## src/rtl/spi_reg_master_if.sv

```systemverilog
// Host-side request/response bundle for spi_reg_master.
// master = host issuing register frames, slave = the SPI controller serving them.
`timescale 1ns/1ps
interface spi_reg_master_if #(parameter int REG_W = 8);
   logic             start;
   logic [1:0]       op;
   logic [5:0]       addr;
   logic [3:0]       nbeats;
   logic [REG_W-1:0] wr_data;
   logic             wr_ack;
   logic [REG_W-1:0] rd_data;
   logic             rd_vld;
   logic [7:0]       status;
   logic             status_vld;
   logic             busy;
   logic             done;
   logic             err;

   modport master (output start, op, addr, nbeats, wr_data,
                   input  wr_ack, rd_data, rd_vld, status, status_vld, busy, done, err);
   modport slave  (input  start, op, addr, nbeats, wr_data,
                   output wr_ack, rd_data, rd_vld, status, status_vld, busy, done, err);
endinterface

```

## src/rtl/spi_reg_master.sv

```systemverilog
// SPI master for the register-slave protocol (CPOL=0, MSB first, byte lane 0 first).
// Define SPI_REG_MASTER_FASTCMD_EN to enable op=11 fast-command frames; otherwise op=11 is rejected.
`timescale 1ns/1ps
module spi_reg_master #(
   parameter int REG_W    = 8,
   parameter int HALF_DIV = 8,
   parameter int GAP_CYC  = 16
) (
   input  logic             clk,
   input  logic             nrst,
   spi_reg_master_if.slave  host,
   output logic             sclk,
   output logic             mosi,
   output logic             nss,
   input  logic             miso
);
   localparam int NB  = REG_W / 8;
   localparam int CW  = $clog2(GAP_CYC);
   localparam int WBW = $clog2(REG_W + 1);
   localparam logic [CW-1:0]  HALF_LAST = CW'(HALF_DIV - 1);
   localparam logic [CW-1:0]  GAP_LAST  = CW'(GAP_CYC - 1);
   localparam logic [WBW-1:0] CMD_BITS  = WBW'(8);
   localparam logic [WBW-1:0] WORD_BITS = WBW'(REG_W);

   typedef enum logic [2:0] {IDLE, LEAD, SHIFT, TRAIL, GAP} state_t;

   state_t           state_q, state_d;
   logic [CW-1:0]    cnt_q, cnt_d;
   logic [WBW-1:0]   wbit_q, wbit_d;
   logic [3:0]       beats_q, beats_d;
   logic             in_cmd_q, in_cmd_d, wr_q, wr_d, rd_q, rd_d;
   logic [REG_W-1:0] tx_sr_q, tx_sr_d, rx_sr_q, rx_sr_d, wdat_q, wdat_d;
   logic             sclk_q, sclk_d, mosi_q, mosi_d, nss_q, nss_d;
   logic             miso_s1_q, miso_s1_d, miso_s2_q, miso_s2_d;
   logic [REG_W-1:0] rd_data_q, rd_data_d;
   logic [7:0]       status_q, status_d;
   logic             rd_vld_q, rd_vld_d, status_vld_q, status_vld_d;
   logic             busy_q, busy_d, done_q, done_d, err_q, err_d;

   logic             op_legal, tick, rise, fall, seg_last, seg_end;
   logic [7:0]       cmd;
   logic [REG_W-1:0] nxt_word;

   // Words travel lane 0 first, so the shift registers hold the byte-reversed word.
   function automatic logic [REG_W-1:0] bswap(input logic [REG_W-1:0] w);
      logic [REG_W-1:0] r;
      for (int i = 0; i < NB; i++) r[8*(NB-1-i) +: 8] = w[8*i +: 8];
      return r;
   endfunction

`ifdef SPI_REG_MASTER_FASTCMD_EN
   assign op_legal = (host.op != 2'b01);
`else
   assign op_legal = !host.op[0];
`endif

   assign cmd      = {host.op, host.addr};
   assign tick     = (cnt_q == HALF_LAST);
   assign rise     = tick && ((state_q == LEAD) || (state_q == SHIFT && !sclk_q));
   assign fall     = tick && (state_q == SHIFT) && sclk_q;
   assign seg_last = (wbit_q == (in_cmd_q ? CMD_BITS : WORD_BITS) - 1'b1);
   assign seg_end  = (wbit_q == (in_cmd_q ? CMD_BITS : WORD_BITS));

   // Word 0 is taken at the accepting start; later words at the fall that closes the previous word.
   assign host.wr_ack = (state_q == IDLE && host.start && host.op == 2'b10 && host.nbeats != 4'd0) ||
                        (fall && seg_end && !in_cmd_q && wr_q && beats_q != 4'd0);

   always_comb begin
      state_d = state_q;   cnt_d = cnt_q + 1'b1;  wbit_d = wbit_q;  beats_d = beats_q;
      in_cmd_d = in_cmd_q; wr_d = wr_q;           rd_d = rd_q;
      tx_sr_d = tx_sr_q;   rx_sr_d = rx_sr_q;     wdat_d = wdat_q;  nxt_word = '0;
      sclk_d = sclk_q;     mosi_d = mosi_q;       nss_d = nss_q;
      miso_s1_d = miso;    miso_s2_d = miso_s1_q;
      rd_data_d = rd_data_q; status_d = status_q; busy_d = busy_q;
      rd_vld_d = 1'b0; status_vld_d = 1'b0; done_d = 1'b0; err_d = 1'b0;

      case (state_q)
         IDLE: begin
            cnt_d = '0;
            if (host.start && op_legal) begin
               state_d  = LEAD;  busy_d = 1'b1;  nss_d = 1'b0;  sclk_d = 1'b0;
               wr_d     = (host.op == 2'b10);
               rd_d     = (host.op == 2'b00);
               in_cmd_d = 1'b1;  wbit_d = '0;
               beats_d  = host.op[0] ? 4'd0 : host.nbeats;
               wdat_d   = host.wr_data;
               tx_sr_d  = '0;
               tx_sr_d[REG_W-1 -: 8] = cmd;
               mosi_d   = cmd[7];
            end else if (host.start) begin
               err_d = 1'b1;
            end
         end
         LEAD:  if (tick) begin state_d = SHIFT; cnt_d = '0; end
         SHIFT: if (tick) cnt_d = '0;
         TRAIL: if (tick) begin state_d = GAP; nss_d = 1'b1; mosi_d = 1'b0; cnt_d = '0; end
         GAP:   if (cnt_q == GAP_LAST) begin state_d = IDLE; busy_d = 1'b0; done_d = 1'b0 | 1'b1; end
         default: state_d = IDLE;
      endcase

      if (rise) begin
         sclk_d  = 1'b1;
         rx_sr_d = {rx_sr_q[REG_W-2:0], miso_s2_q};
         wbit_d  = wbit_q + 1'b1;
         if (seg_last && in_cmd_q) begin
            status_d = rx_sr_d[7:0]; status_vld_d = 1'b1;
         end else if (seg_last && rd_q) begin
            rd_data_d = bswap(rx_sr_d); rd_vld_d = 1'b1;
         end
      end

      if (fall) begin
         sclk_d = 1'b0;
         if (!seg_end) begin
            tx_sr_d = tx_sr_q << 1;
            mosi_d  = tx_sr_q[REG_W-2];
         end else if (beats_q == 4'd0) begin
            state_d = TRAIL;
         end else begin
            beats_d  = beats_q - 1'b1;
            in_cmd_d = 1'b0;
            wbit_d   = '0;
            nxt_word = !wr_q ? '0 : (in_cmd_q ? wdat_q : host.wr_data);
            tx_sr_d  = bswap(nxt_word);
            mosi_d   = tx_sr_d[REG_W-1];
         end
      end
   end

   always_ff @(posedge clk or negedge nrst) begin
      if (!nrst) begin
         state_q <= IDLE;  cnt_q <= '0;  wbit_q <= '0;  beats_q <= '0;
         in_cmd_q <= 1'b0; wr_q <= 1'b0; rd_q <= 1'b0;
         tx_sr_q <= '0;    rx_sr_q <= '0; wdat_q <= '0;
         sclk_q <= 1'b0;   mosi_q <= 1'b0; nss_q <= 1'b1;
         miso_s1_q <= 1'b0; miso_s2_q <= 1'b0;
         rd_data_q <= '0;  status_q <= '0;
         rd_vld_q <= 1'b0; status_vld_q <= 1'b0;
         busy_q <= 1'b0;   done_q <= 1'b0; err_q <= 1'b0;
      end else begin
         state_q <= state_d;  cnt_q <= cnt_d;  wbit_q <= wbit_d;  beats_q <= beats_d;
         in_cmd_q <= in_cmd_d; wr_q <= wr_d;   rd_q <= rd_d;
         tx_sr_q <= tx_sr_d;  rx_sr_q <= rx_sr_d; wdat_q <= wdat_d;
         sclk_q <= sclk_d;    mosi_q <= mosi_d; nss_q <= nss_d;
         miso_s1_q <= miso_s1_d; miso_s2_q <= miso_s2_d;
         rd_data_q <= rd_data_d; status_q <= status_d;
         rd_vld_q <= rd_vld_d; status_vld_q <= status_vld_d;
         busy_q <= busy_d;    done_q <= done_d; err_q <= err_d;
      end
   end

   assign sclk            = sclk_q;
   assign mosi            = mosi_q;
   assign nss             = nss_q;
   assign host.rd_data    = rd_data_q;
   assign host.rd_vld     = rd_vld_q;
   assign host.status     = status_q;
   assign host.status_vld = status_vld_q;
   assign host.busy       = busy_q;
   assign host.done       = done_q;
   assign host.err        = err_q;
endmodule

```

## src/flat_wrapper.sv

```systemverilog
// flat-port wrapper written by rule: the top's interface ports become plain ports
module spi_reg_master_flat 
#(
   parameter int REG_W    = 8,
   parameter int HALF_DIV = 8,
   parameter int GAP_CYC  = 16
)
  (clk, nrst, sclk, mosi, nss, miso, host_start, host_op, host_addr, host_nbeats, host_wr_data, host_wr_ack, host_rd_data, host_rd_vld, host_status, host_status_vld, host_busy, host_done, host_err);
  spi_reg_master_if #(.REG_W(REG_W)) host_i ();
  input  logic clk;
  input  logic nrst;
  output logic sclk;
  output logic mosi;
  output logic nss;
  input  logic miso;
  input wire logic [$bits(host_i.start)-1:0] host_start;
  input wire logic [$bits(host_i.op)-1:0] host_op;
  input wire logic [$bits(host_i.addr)-1:0] host_addr;
  input wire logic [$bits(host_i.nbeats)-1:0] host_nbeats;
  input wire logic [$bits(host_i.wr_data)-1:0] host_wr_data;
  output wire logic [$bits(host_i.wr_ack)-1:0] host_wr_ack;
  output wire logic [$bits(host_i.rd_data)-1:0] host_rd_data;
  output wire logic [$bits(host_i.rd_vld)-1:0] host_rd_vld;
  output wire logic [$bits(host_i.status)-1:0] host_status;
  output wire logic [$bits(host_i.status_vld)-1:0] host_status_vld;
  output wire logic [$bits(host_i.busy)-1:0] host_busy;
  output wire logic [$bits(host_i.done)-1:0] host_done;
  output wire logic [$bits(host_i.err)-1:0] host_err;
  assign host_i.start = host_start;
  assign host_i.op = host_op;
  assign host_i.addr = host_addr;
  assign host_i.nbeats = host_nbeats;
  assign host_i.wr_data = host_wr_data;
  assign host_wr_ack = host_i.wr_ack;
  assign host_rd_data = host_i.rd_data;
  assign host_rd_vld = host_i.rd_vld;
  assign host_status = host_i.status;
  assign host_status_vld = host_i.status_vld;
  assign host_busy = host_i.busy;
  assign host_done = host_i.done;
  assign host_err = host_i.err;
  spi_reg_master #(.REG_W(REG_W), .HALF_DIV(HALF_DIV), .GAP_CYC(GAP_CYC)) u_core (.clk(clk), .nrst(nrst), .host(host_i), .sclk(sclk), .mosi(mosi), .nss(nss), .miso(miso));
endmodule
```

## config.mk

```make
export PLATFORM = sky130hd
export DESIGN_NAME = spi_reg_master_flat
export DESIGN_NICKNAME = d
export VERILOG_FILES = /design/src/rtl/spi_reg_master_if.sv /design/src/rtl/spi_reg_master.sv /design/src/flat_wrapper.sv
export SDC_FILE = /design/constraint.sdc
export NUM_CORES = 1
export LEC_CHECK = 0
export BUFFER_PORTS_ARGS = -buffer_cell sky130_fd_sc_hd__buf_2
export CAP_MARGIN = 20
export CORE_AREA = 2 2 92 94
export CTS_BUF_LIST = sky130_fd_sc_hd__clkbuf_4 sky130_fd_sc_hd__clkbuf_8 sky130_fd_sc_hd__clkbuf_16
export CTS_CLUSTER_DIAMETER = 150
export DETAILED_ROUTE_END_ITERATION = 10
export DIE_AREA = 0 0 94 96
export GPL_TIMING_DRIVEN = 0
export PLACE_DENSITY = 0.65
export SYNTH_ARGS = -nofsm -noshare
export SYNTH_HDL_FRONTEND = slang
export SYNTH_SLANG_ARGS = --single-unit
```

## constraint.sdc

```tcl
create_clock -name clk -period 2.15 [get_ports clk]
set_input_delay 0.3225 -clock clk [delete_from_list [all_inputs] [get_ports clk]]
set_output_delay 0.3225 -clock clk [all_outputs]
set_load 0.005 [all_outputs]
```

==> summary.md <==
| Metric | Value |
|---|---|
| Crit path DAT | `1.92 ns` |
| CTS root buffer | `clkbuf_8` |
| Pin count of the biggest net entering global routing | `67` |
| Post-synth top flop | `dfrtp_1` |
| Share of layout cells above drive strength 1 | `38.18%` |
| Wire length per cell | `14.99 um` |
| Most common cell in the netlist | `dfrtp_1` |
| Final net count | `374` |
| Number of antenna violations at the first check in global routing | `0` |
| Fin area | `3836 um^2` |
| Post-synthesis simple-gate area fraction | `17.86%` |
| H-Tree Level Count | `3` |
| Synth top cells by count | `dfrtp_1, nand2_1, mux2_2, nor2_1, mux2i_1` |
| Mux share of post-synthesis cell area | `14.41%` |
| Router iterations before antenna repair | `4` |
| Grt total ovfl | `0` |
| Post-Syn Area | `3152 um^2` |
| VDD IR max | `0.2619 mV` |
| IO buf count | `48` |
| CTS max path bufs | `2` |
| Syn Nets | `304` |
| CTS sink cnt | `66` |
| Clock Skew | `0.006948 ns` |
| Area of the core | `8051 um^2` |
| Reg-to-reg critical path endpoint | `u_core.beats_q[3]` |
| Vias | `2302` |
| Cts bufs inserted | `9` |
| Reg clk slew, reported paths | `0.08 ns` |
| Clock Latency Late Sink | `0.34 ns` |
| WHS | `0.05948 ns` |
| Setup TNS | `-0.08786 ns` |
| Adder-cell share of the synthesized area | `1.588%` |
| Final worst setup slack | `-0.08786 ns` |
| Num rows | `33` |
| Outcome | `finished with violations` |
| Io pins | `49` |
| Diodes inserted | `0` |
| Worst-path maximum fanout | `10` |
| Sequential share of the synthesized area | `52.44%` |
| R2R depth | `7` |
| CP Capture Type | `primary output` |
| Top cell type by total area after synthesis | `dfrtp_1` |
| Pwr dens | `589.0 nW/um^2` |
| Placed cell area | `3526 um^2` |
| Gpl congestion | `0.7805` |
| Vias in the first global route | `2315` |
| Asr flop ratio synth | `100.0%` |
| Total track usage | `16.37%` |
| First-pass GRT wire length | `11360 um` |
| # Max-Cap Violations | `0` |
| Fin. Hold Viols | `0` |
| Drt drc | `0` |
| TritonCTS clock tree | `built` |
| Worst slew pin tran | `0.8450 ns` |
| Iteration-0 DRC count of the detailed router | `93` |
| Top-area cell type share of the netlist area | `51.61%` |
| Starting density of the core | `39.15%` |
| DRT antenna net count | `0` |
| Unrepaired setup endpoints after global routing | `true` |
| Top post-synthesis cells by area | `dfrtp_1, mux2_2, mux2i_1` |
| Final setup viols | `1` |
| Rel. slew slack | `43.67%` |
| Distinct cells, synth | `57` |
| Die area | `9024 um^2` |
| Reg2reg start | `u_core.wbit_q[0]` |
| Detailed Place HPWL | `4536 um` |
| Min-Delay Path Class | `in2async` |
| Final wirelength | `6836 um` |
| Max frequency | `0.4469 GHz` |
| Slew Viols, Final | `0` |
| Leakage | `1.888 nW` |
| #FFs+latches synth | `66` |
| Largest family of logic cells by synthesized area | `simple AND/OR/NAND/NOR gates` |
| Post-synthesis compound-gate area fraction | `8.178%` |
| Avg Inst Size Synth | `11.42 um^2` |
| Post-synth EDFFs | `0` |
| End of the critical path | `host_wr_ack` |
| Clock period minus final worst setup slack | `2.238 ns` |
| Worst setup path category | `reg2out` |
| R2R setup slack | `0.12 ns` |
| Vert. Die Dim | `96 um` |
| Die width | `94 um` |
| Via/cell ratio | `5.048` |
| WP data required | `1.83 ns` |
| XOR/XNOR Fraction of Synth Area | `0.8337%` |
| Tcrit/Tclk final | `104.1%` |
| DP Worst Slack | `-0.1292 ns` |
| Setup crit start kind | `flop` |
| Failing checks | `setup timing` |
| Worst Setup SP | `u_core.state_q[0]` |
| Cell count after synthesis | `276` |
| Area grow syn2layout | `21.71%` |
| Warnings, synthesis | `0` |
## critical path: stages (launching register included)
cell	delay (ns)
dfrtp_1	0.39
buf_6	0.14
or4b_4	0.51
nor2_4	0.14
buf_8	0.12
nand2_4	0.04
o22ai_2	0.09
buf_2	0.13
## kinds of logic after synthesis
logic type      Yosys count
buf+inv                  23
simple gates            104
compound gates           34
flops                    66
xor+xnor                  3
mux                      42
fa+ha+maj                 4
## area by class of cell
| cell class | count | area (um^2) |
|---|---|---|
| multi-input cells | 187 | 1395 |
| clock inverters | 7 | 45.04 |
| clock buffers | 9 | 123.9 |
| plain buffers | 15 | 132.6 |
| repair buffers | 59 | 325.3 |
| flip-flops and latches | 66 | 1653 |
| inverters | 8 | 30.03 |
| well taps | 105 | 131.4 |
| fillers | 759 | 4215 |
## sequential cells by signal, indices dropped and copies added, names as in the netlist, 3 cells and up
signal,flops
u_core.wbit_q,4
u_core.host.rd_data,8
u_core.cnt_q,4
u_core.host.status,8
u_core.wdat_q,8
u_core.state_q,3
u_core.beats_q,4
u_core.rx_sr_q,7
u_core.tx_sr_q,7
## what timing repair did
item | in CTS | in global routing
pin swaps | 5 | 2
gates resized for setup | 10 | 4
setup buffers | 10 | 1
endpoints found under the setup margin | 1 | 2
hold buffers | 0 | 0
## stage by stage
stage	power, mW	instances	util, %
5_1_grt	2.368	456	47.65
6_report	2.260	456	47.65
2_1_floorplan	1.315	276	-
3_3_place_gp	1.375	429	43.76
3_5_place_dp	1.378	429	43.79
4_1_cts	2.287	455	47.37
## where the power goes
group | total [mW] | switching, mW | internal (mW) | leakage [nW]
Clock | 0.907 | 0.492 | 0.415 | 0.0891
Sequential | 1.27 | 0.0122 | 1.26 | 0.866
Combinational | 0.0813 | 0.0490 | 0.0323 | 0.933
Total | 2.26 | 0.553 | 1.71 | 1.89
## worst min-delay path by stage
stage / from / end / slack [ns] / cells after the start
global placement: u_core.miso_s1_q / u_core.miso_s2_q / 0.33 / 0
CTS: miso / u_core.miso_s1_q / 0.08 / 1
finish: nrst / u_core.host.status[2] / 0.06 / 1
global route: miso / u_core.miso_s1_q / 0.08 / 1
detailed placement: u_core.miso_s1_q / u_core.miso_s2_q / 0.33 / 0
floorplan: nrst / u_core.beats_q[0] / 0.03 / 0
## routing by layer
| layer | GRT usage [%] | vias to the layer above | routed length (um) |
|---|---|---|---|
| li1 | - | 1112 | - |
| met1 | 22.37 | 1128 | 3173 |
| met2 | 25.30 | 51 | 3194 |
| met3 | 4.229 | 11 | 344 |
| met4 | 5.918 | 0 | 123 |
| met5 | 0 | - | 0 |
## layout by cell type, fill, tap and decap left out, types with 2 or more instances in the layout
cell type / Yosys / final
o22ai_1: 7 / 6
xor2_1: 2 / 2
a22oi_1: 7 / 7
nor2_1: 23 / 23
inv_1: 8 / 8
buf_2: 3 / 50
ha_1: 4 / 3
o21a_1: 2 / 2
o311ai_0: 2 / 2
nor3b_1: 2 / 2
nand3b_1: 3 / 3
mux2i_1: 18 / 18
clkbuf_8: 0 / 9
nand3_1: 8 / 8
a21oi_1: 2 / 2
clkbuf_4: 1 / 2
mux2_2: 23 / 23
o21ai_0: 2 / 2
buf_4: 2 / 12
nor4_1: 2 / 2
nor3_1: 7 / 6
clkinv_2: 0 / 4
a31o_2: 2 / 2
buf_6: 6 / 7
dfrtp_1: 65 / 65
nand2_1: 39 / 38
nor2b_1: 3 / 3
No activity file was read; power rests on OpenSTA's default activity.
